**src/rtl/if_prefetch.sv**
```systemverilog
// if_prefetch: fetch PC owner, ROM driver and small {pc,inst} queue feeding IF/ID.
// Ports: clk, rst (async active-low), rom_addr_o/rom_ce_o/rom_data_i (ROM side),
//   redirect_i/redirect_pc_i (flush + restart), inst_valid_o/inst_ready_i/inst_o/pc_o
//   (consumer handshake), flush_cnt_o (discarded entries, only with IF_FLUSH_CNT_EN).
module if_prefetch #(
    parameter int unsigned DEPTH    = 4,
    parameter logic [31:0] RESET_PC = 32'h0000_0000
) (
    input  logic        clk,
    input  logic        rst,
    output logic [31:0] rom_addr_o,
    output logic        rom_ce_o,
    input  logic [31:0] rom_data_i,
    input  logic        redirect_i,
    input  logic [31:0] redirect_pc_i,
    output logic        inst_valid_o,
    input  logic        inst_ready_i,
    output logic [31:0] inst_o,
    output logic [31:0] pc_o,
    output logic [15:0] flush_cnt_o
);

    localparam int unsigned PW = $clog2(DEPTH);
    localparam int unsigned CW = $clog2(DEPTH + 1);
    localparam logic [CW-1:0] FULL = CW'(DEPTH);

    logic [31:0]   fetch_pc_q, fetch_pc_d;
    logic [PW-1:0] head_q, head_d;
    logic [PW-1:0] tail_q, tail_d;
    logic [CW-1:0] count_q, count_d;

    logic [31:0] pc_mem_q   [DEPTH];
    logic [31:0] inst_mem_q [DEPTH];

    logic empty;
    logic pop;
    logic push;

    assign empty        = (count_q == '0);
    assign inst_valid_o = !empty && !redirect_i;
    assign pop          = inst_valid_o && inst_ready_i;
    // A pop frees a slot this cycle, so a full queue can still fetch.
    assign rom_ce_o     = rst && !redirect_i && ((count_q < FULL) || pop);
    assign push         = rom_ce_o;
    assign rom_addr_o   = fetch_pc_q;
    assign inst_o       = empty ? 32'h0 : inst_mem_q[head_q];
    assign pc_o         = empty ? 32'h0 : pc_mem_q[head_q];

    always_comb begin
        fetch_pc_d = fetch_pc_q;
        head_d     = head_q;
        tail_d     = tail_q;
        count_d    = count_q;
        if (redirect_i) begin
            fetch_pc_d = redirect_pc_i & ~32'h3;
            head_d     = '0;
            tail_d     = '0;
            count_d    = '0;
        end else begin
            if (push) begin
                fetch_pc_d = fetch_pc_q + 32'd4;
                tail_d     = tail_q + PW'(1);
            end
            if (pop) begin
                head_d = head_q + PW'(1);
            end
            case ({push, pop})
                2'b10:   count_d = count_q + CW'(1);
                2'b01:   count_d = count_q - CW'(1);
                default: count_d = count_q;
            endcase
        end
    end

    always_ff @(posedge clk or negedge rst) begin
        if (!rst) begin
            fetch_pc_q <= RESET_PC;
            head_q     <= '0;
            tail_q     <= '0;
            count_q    <= '0;
        end else begin
            fetch_pc_q <= fetch_pc_d;
            head_q     <= head_d;
            tail_q     <= tail_d;
            count_q    <= count_d;
        end
    end

    // Storage needs no reset: count gates every read.
    always_ff @(posedge clk) begin
        if (push) begin
            pc_mem_q[tail_q]   <= fetch_pc_q;
            inst_mem_q[tail_q] <= rom_data_i;
        end
    end

`ifdef IF_FLUSH_CNT_EN
    logic [15:0] flush_cnt_q, flush_cnt_d;
    logic [16:0] flush_sum;

    assign flush_sum = {1'b0, flush_cnt_q} + 17'(count_q);

    always_comb begin
        flush_cnt_d = flush_cnt_q;
        if (redirect_i) begin
            flush_cnt_d = flush_sum[16] ? 16'hFFFF : flush_sum[15:0];
        end
    end

    always_ff @(posedge clk or negedge rst) begin
        if (!rst) begin
            flush_cnt_q <= 16'h0000;
        end else begin
            flush_cnt_q <= flush_cnt_d;
        end
    end

    assign flush_cnt_o = flush_cnt_q;
`else
    assign flush_cnt_o = 16'h0000;
`endif

endmodule

```
**config.mk**
```make
export PLATFORM = sky130hd
export DESIGN_NAME = if_prefetch
export DESIGN_NICKNAME = d
export VERILOG_FILES = /design/src/rtl/if_prefetch.sv
export SDC_FILE = /design/constraint.sdc
export NUM_CORES = 1
export LEC_CHECK = 0
export CORE_MARGIN = 3
export CORE_UTILIZATION = 54
export DETAILED_ROUTE_END_ITERATION = 16
export GPL_ROUTABILITY_DRIVEN = 0
export GPL_TIMING_DRIVEN = 0
export PLACE_DENSITY = 0.8
export RECOVER_POWER = 100
export SLEW_MARGIN = 20
export SYNTH_ARGS = -nofsm -noshare
export SYNTH_HDL_FRONTEND = slang
export SYNTH_SLANG_ARGS = --single-unit
```
**constraint.sdc**
```tcl
create_clock -name clk -period 3.7 [get_ports clk]
set_clock_uncertainty 0.05 [all_clocks]
set_input_delay 0.74 -clock clk [delete_from_list [all_inputs] [get_ports clk]]
set_output_delay 0.74 -clock clk [all_outputs]
set_load 0.02 [all_outputs]
```
======== Yosys cells after proc, flatten, opt, wreduce, memory -nomap -nowiden ========
Memory sizes are Yosys's and may differ from the RTL's.
Index checks and enable logic that the tools add are counted.
storage, ports and cells
  bits in registers ....................... 39
  memories ................................ 2
  RAM bits ................................ 256
  logic and storage cells ................. 37
  input port bits ......................... 68
  output and inout port bits .............. 114
memories
  name        words  bits a word  read ports  clocked after Yosys merged registers in  write ports  RTL line  text
  inst_mem_q  4      32           1           0                                        1            33        logic [31:0] inst_mem_q [DEPTH];
  pc_mem_q    4      32           1           0                                        1            32        logic [31:0] pc_mem_q [DEPTH];
cells by class
  add/subtract/negate cells ............... 5
  reduce and logical (&&, ||, !) cells .... 11
  magnitude comparators ................... 1
  multiplexer cells ....................... 12
  equal/unequal tests ..................... 2
operators with widths
  operator                                                               number
  32-bit two-way mux                                                     4
  32-bit by 3-bit adder with 32-bit output, second input constant        1
  2-bit two-way mux                                                      4
  3-bit one-hot mux with 2 select lines                                  1
  2-bit by 1-bit adder with 2-bit output, second input constant          2
  1-bit logical AND                                                      4
  2-bit nonzero test                                                     2
  3-bit by 1-bit adder with 3-bit output, second input constant          1
  3-bit logical NOT                                                      1
  3-bit < comparator, second input constant                              1
  3-bit two-way mux                                                      1
  3-bit nonzero test                                                     1
  3-bit by 1-bit subtractor with 3-bit output, second input constant     1
  2-bit by 1-bit equality test with 1-bit output, second input constant  1
  2-bit equality test, second input constant                             1
  1-bit logical NOT                                                      2
  1-bit two-way mux                                                      2
  1-bit logical OR                                                       1

======== Depth between registers and ports, before layout ========
  word-level depth ........................ 9
  mapped depth ............................ 9
  gate-level depth less buffers ........... 8

======== Least setup slack after synthesis ========
Ideal clock, no wire load.
  path kind ............................... input to register
  start ................................... in inst_ready_i
  end ..................................... mem inst_mem_q[1][0] (enable)
  data required time ...................... 3.224 ns
  library setup time ...................... 0.426 ns
  cell stages on the path ................. 5
  buffers on the path ..................... 1
  setup slack ............................. 0.255 ns
  arrival ................................. 2.969 ns
  path through ............................ buf_2 nand2b_1 nand3b_1 inv_1 and2_1
between the ends
  longest elaborated chain between the ends .. 5
RTL lines
  item                                     RTL line  text
  start: declaration                       17        input logic inst_ready_i,
  1-bit logical AND                        41        assign pop = inst_valid_o && inst_ready_i;
  1-bit logical OR                         43        assign rom_ce_o = rst && !redirect_i && ((count_q < FULL) || pop);
  1-bit logical AND                        43
  net rom_ce_o                             12        output logic rom_ce_o,
  1-bit two-way mux                        91        if (push) begin
  1-bit two-way mux (implied by the code)  93        inst_mem_q[tail_q] <= rom_data_i;
  end: declaration                         33
The timed path passes the listed nets, and every way through them passes these cells.

======== Final worst setup path ========
  start ................................... in redirect_i
  end ..................................... out inst_valid_o
between the ends
  longest elaborated chain between the ends .. 2
RTL lines
  item                RTL line  text
  start: declaration  14        input logic redirect_i,
  1-bit logical NOT   40        assign inst_valid_o = !empty && !redirect_i;
  1-bit logical AND   40
  end: declaration    16        output logic inst_valid_o,
Every way passes these cells.

==> out/qor.tcl <==
set qor(netlist_instances) 681
set qor(period_share_pct) 97.4
set qor(wl_per_cell_um) 21.6
set qor(synthesis.yosys.warnings) 0
set qor(initial_antenna_violation_count) 1
set qor(hold_violations) 0
set qor(synth.cells.most_frequent) {sky130_fd_sc_hd__edfxtp_1, sky130_fd_sc_hd__and2_1, sky130_fd_sc_hd__mux4_2, sky130_fd_sc_hd__nand2_1, sky130_fd_sc_hd__dfrtp_1}
set qor(static-leakage-power_nw) 5.07
set qor(slew_headroom_pct) 2.87
set qor(cts_num_sinks) 285
set qor(count_of_placed_standard_cells_in_the_final_layout_fillers_left_out) 1189
set qor(io_pins) 182
set qor(first_iter_violations) 533
set qor(synthTopCellsByArea) {sky130_fd_sc_hd__edfxtp_1, sky130_fd_sc_hd__mux4_2, sky130_fd_sc_hd__dfrtp_1}
set qor(placed_cells_incl_taps) 1138
set qor(rsz0062_at_grt) {yes}
set qor(cts-htree-levels) 1
set qor(power.density_cell_area_mw_per_mm2) 552
set qor(number_of_enable_type_register_cells_in_the_synthesized_netlist) 248
set qor(maxCapViolCount) 0
set qor(cp_max_fanout) 10
set qor(route.detailed.drc) 0
set qor(finalWirelength_um) 25700
set qor(clk_transition_reported_paths_ns) 0.06
set qor(layout-area-overhead-vs-synth_pct) 24.6
set qor(row_count) 53
set qor(place_hpwl_um) 16700
set qor(status) {finished clean}
set qor(layout-drive-gt1-share_pct) 17.3
set qor(arrival_ns) 2.81
set qor(synth_flop_cell) {sky130_fd_sc_hd__edfxtp_1}
set qor(power.ir.vdd_worst_v) 0.000368
set qor(number_of_buffers_between_clock_root_and_the_deepest_sink) 3
set qor(clkLatencyLatePin_ns) 0.53
set qor(timing_max_transition_violations_final) 0
set qor(nets_finish) 968
set qor(timing.critical_path.from_type) {input pin}
set qor(grt_first_pass_wirelength_um) 40600
set qor(ffs_w_async_s_r_synth_pct) 13.0
set qor(tightestPinTransition_ns) 1.46
set qor(cts_root_buf) {sky130_fd_sc_hd__clkbuf_16}
set qor(area_share_of_the_largest_cell_type_after_synthesis_pct) 62.6
set qor(overflow) 0
set qor(placeableCoreArea_mm2) 0.0214
set qor(timing.hold.worst.class) {input pin to asynchronous set/reset pin}
set qor(setup_tns_ns) 0
set qor(synth_area_mm2) 0.0119
set qor(ys_types) 58
set qor(crit_path_end_kind) {primary output}
set qor(synth_sequential_area_ratio_pct) 70.4
set qor(grt_max_degree) 43
set qor(first_global_vias) 6972
set qor(report.final.setup_viol) 0
set qor(detail_route.vias_per_cell) 5.74
set qor(syn-mean-instance-area_um2) 17.5
set qor(dr.pass1.iters) 5
set qor(dieHeight_um) 154
set qor(most_frequently_used_cell_type_in_the_post_synthesis_netlist) {sky130_fd_sc_hd__edfxtp_1}
set qor(highest_achievable_clock_rate_ghz) 0.278
set qor(critical_path_required_ns) 2.91
set qor(antenna_left) 0
set qor(die_area_mm2) 0.0238
set qor(number_of_vias_after_detailed_routing) 6827
set qor(layout_min_cycle_time_ns) 3.60
set qor(timing_worst_setup_path_type) {input pin to primary output}
set qor(track_usage_pct) 21.9
set qor(initial_core_util_pct) 55.7
set qor(placement.io_buffers) 158
set qor(cts.hold.buffers_added) 0
set qor(tritoncts) {yes}
set qor(ys_ff_latch) 285
set qor(cts_made_buffers) 29
set qor(die_outline_width_um) 154
set qor(area_leader_netlist) {sky130_fd_sc_hd__edfxtp_1}
worst max-delay path, stage by stage:
cell,delay (ns)
sky130_fd_sc_hd__dlygate4sd3_1,0.68
sky130_fd_sc_hd__clkbuf_2,0.31
sky130_fd_sc_hd__clkbuf_1,0.43
sky130_fd_sc_hd__nor2b_1,0.10
sky130_fd_sc_hd__clkdlybuf4s50_1,0.55
flip-flops by register name (all words and copies together), names as in the netlist:
name	flops
tail_q	2
pc_mem_q	120
count_q	3
head_q	2
inst_mem_q	128
rom_addr_o	30
timing repair:
item / 4_1_cts / 5_1_grt
pin swaps: 0 / 0
endpoints found under the setup margin: 60 / 49
gates cloned: 0 / 0
setup buffers: 0 / 0
gates resized for setup: 3 / 14
worst paths after layout:
check                                start          endpoint  slack (ns)  depth (start not counted)
worst min-delay path                   rst    rom_addr_o[29]        0.14                          1
worst max register to register  count_q[2]  inst_mem_q[3][2]        0.56                          6
max in group asynchronous              rst        count_q[1]        2.96                          2
worst max-delay path            redirect_i      inst_valid_o         0.1                          5
min in group clk                count_q[0]        count_q[0]        0.56                          1
worst min register to register  count_q[0]        count_q[0]        0.56                          1
where the power goes:
part | switching (mW) | internal [mW] | total, mW
registers | 0.135 | 3.68 | 3.82
clock network | 1.13 | 1.56 | 2.69
logic | 0.867 | 0.810 | 1.68
total | 2.13 | 6.05 | 8.18
layout make-up:
| type | instances | area (um2) |
|---|---|---|
| Sequential cell | 285 | 8370 |
| Clock inverter | 18 | 133 |
| Buffer | 54 | 330 |
| Clock buffer | 32 | 737 |
| Inverter | 7 | 26.3 |
| Antenna cell | 1 | 2.50 |
| Fill cell | 1427 | 6540 |
| Timing Repair Buffer | 163 | 1660 |
| Tap cell | 275 | 344 |
| Multi-Input combinational cell | 354 | 3210 |
logic make-up after synthesis:
family          Yosys count  synth area share (%)
flops                   285                  70.4
simple gates            183                  9.14
mux                      68                  12.3
buf+inv                  61                  2.90
compound gates           49                  2.49
xor+xnor                 28                  2.06
fa+ha+maj                 6                 0.694
other cells               1                0.0315
metal layers:
metal | vias to the layer above | share of wire (%) | global-route usage (%)
met3 | 50 | 7.4 | 3.50
li1 | 3031 | - | -
met5 | - | 0.043 | 0
met2 | 311 | 49 | 35.8
met4 | 2 | 2.2 | 5.09
met1 | 3433 | 41 | 31.6
cell usage in the layout (no fill, tap or decap), drive strengths merged, types with 17 or more instances in the layout:
cell,instances
xor2,17
clkbuf,57
nand2,40
buf,34
and2,68
clkdlybuf4s50,92
o21ai,26
mux4,62
conb,20
dlygate4sd3,65
edfxtp,248
nor2,19
dfrtp,37
through the flow:
| step | hold slack (ns) | power, mW | util, % | worst slack (ns) | area (um2) |
|---|---|---|---|---|---|
| finish | 0.141 | 8.18 | 69.4 | 0.0979 | 14800 |
| global route | 0.164 | 8.51 | 69.4 | -0.00257 | 14800 |
| CTS | 0.134 | 8.29 | 69.8 | 0.00190 | 14900 |
| detailed placement | 0.551 | 5.61 | 65.7 | 0.0476 | 14000 |
| global placement | 0.534 | 5.57 | 65.1 | -3.06 | 13900 |
| floorplan | 0.394 | 4.83 | - | 0.255 | 12000 |
(Power assumes the default switching activity.)
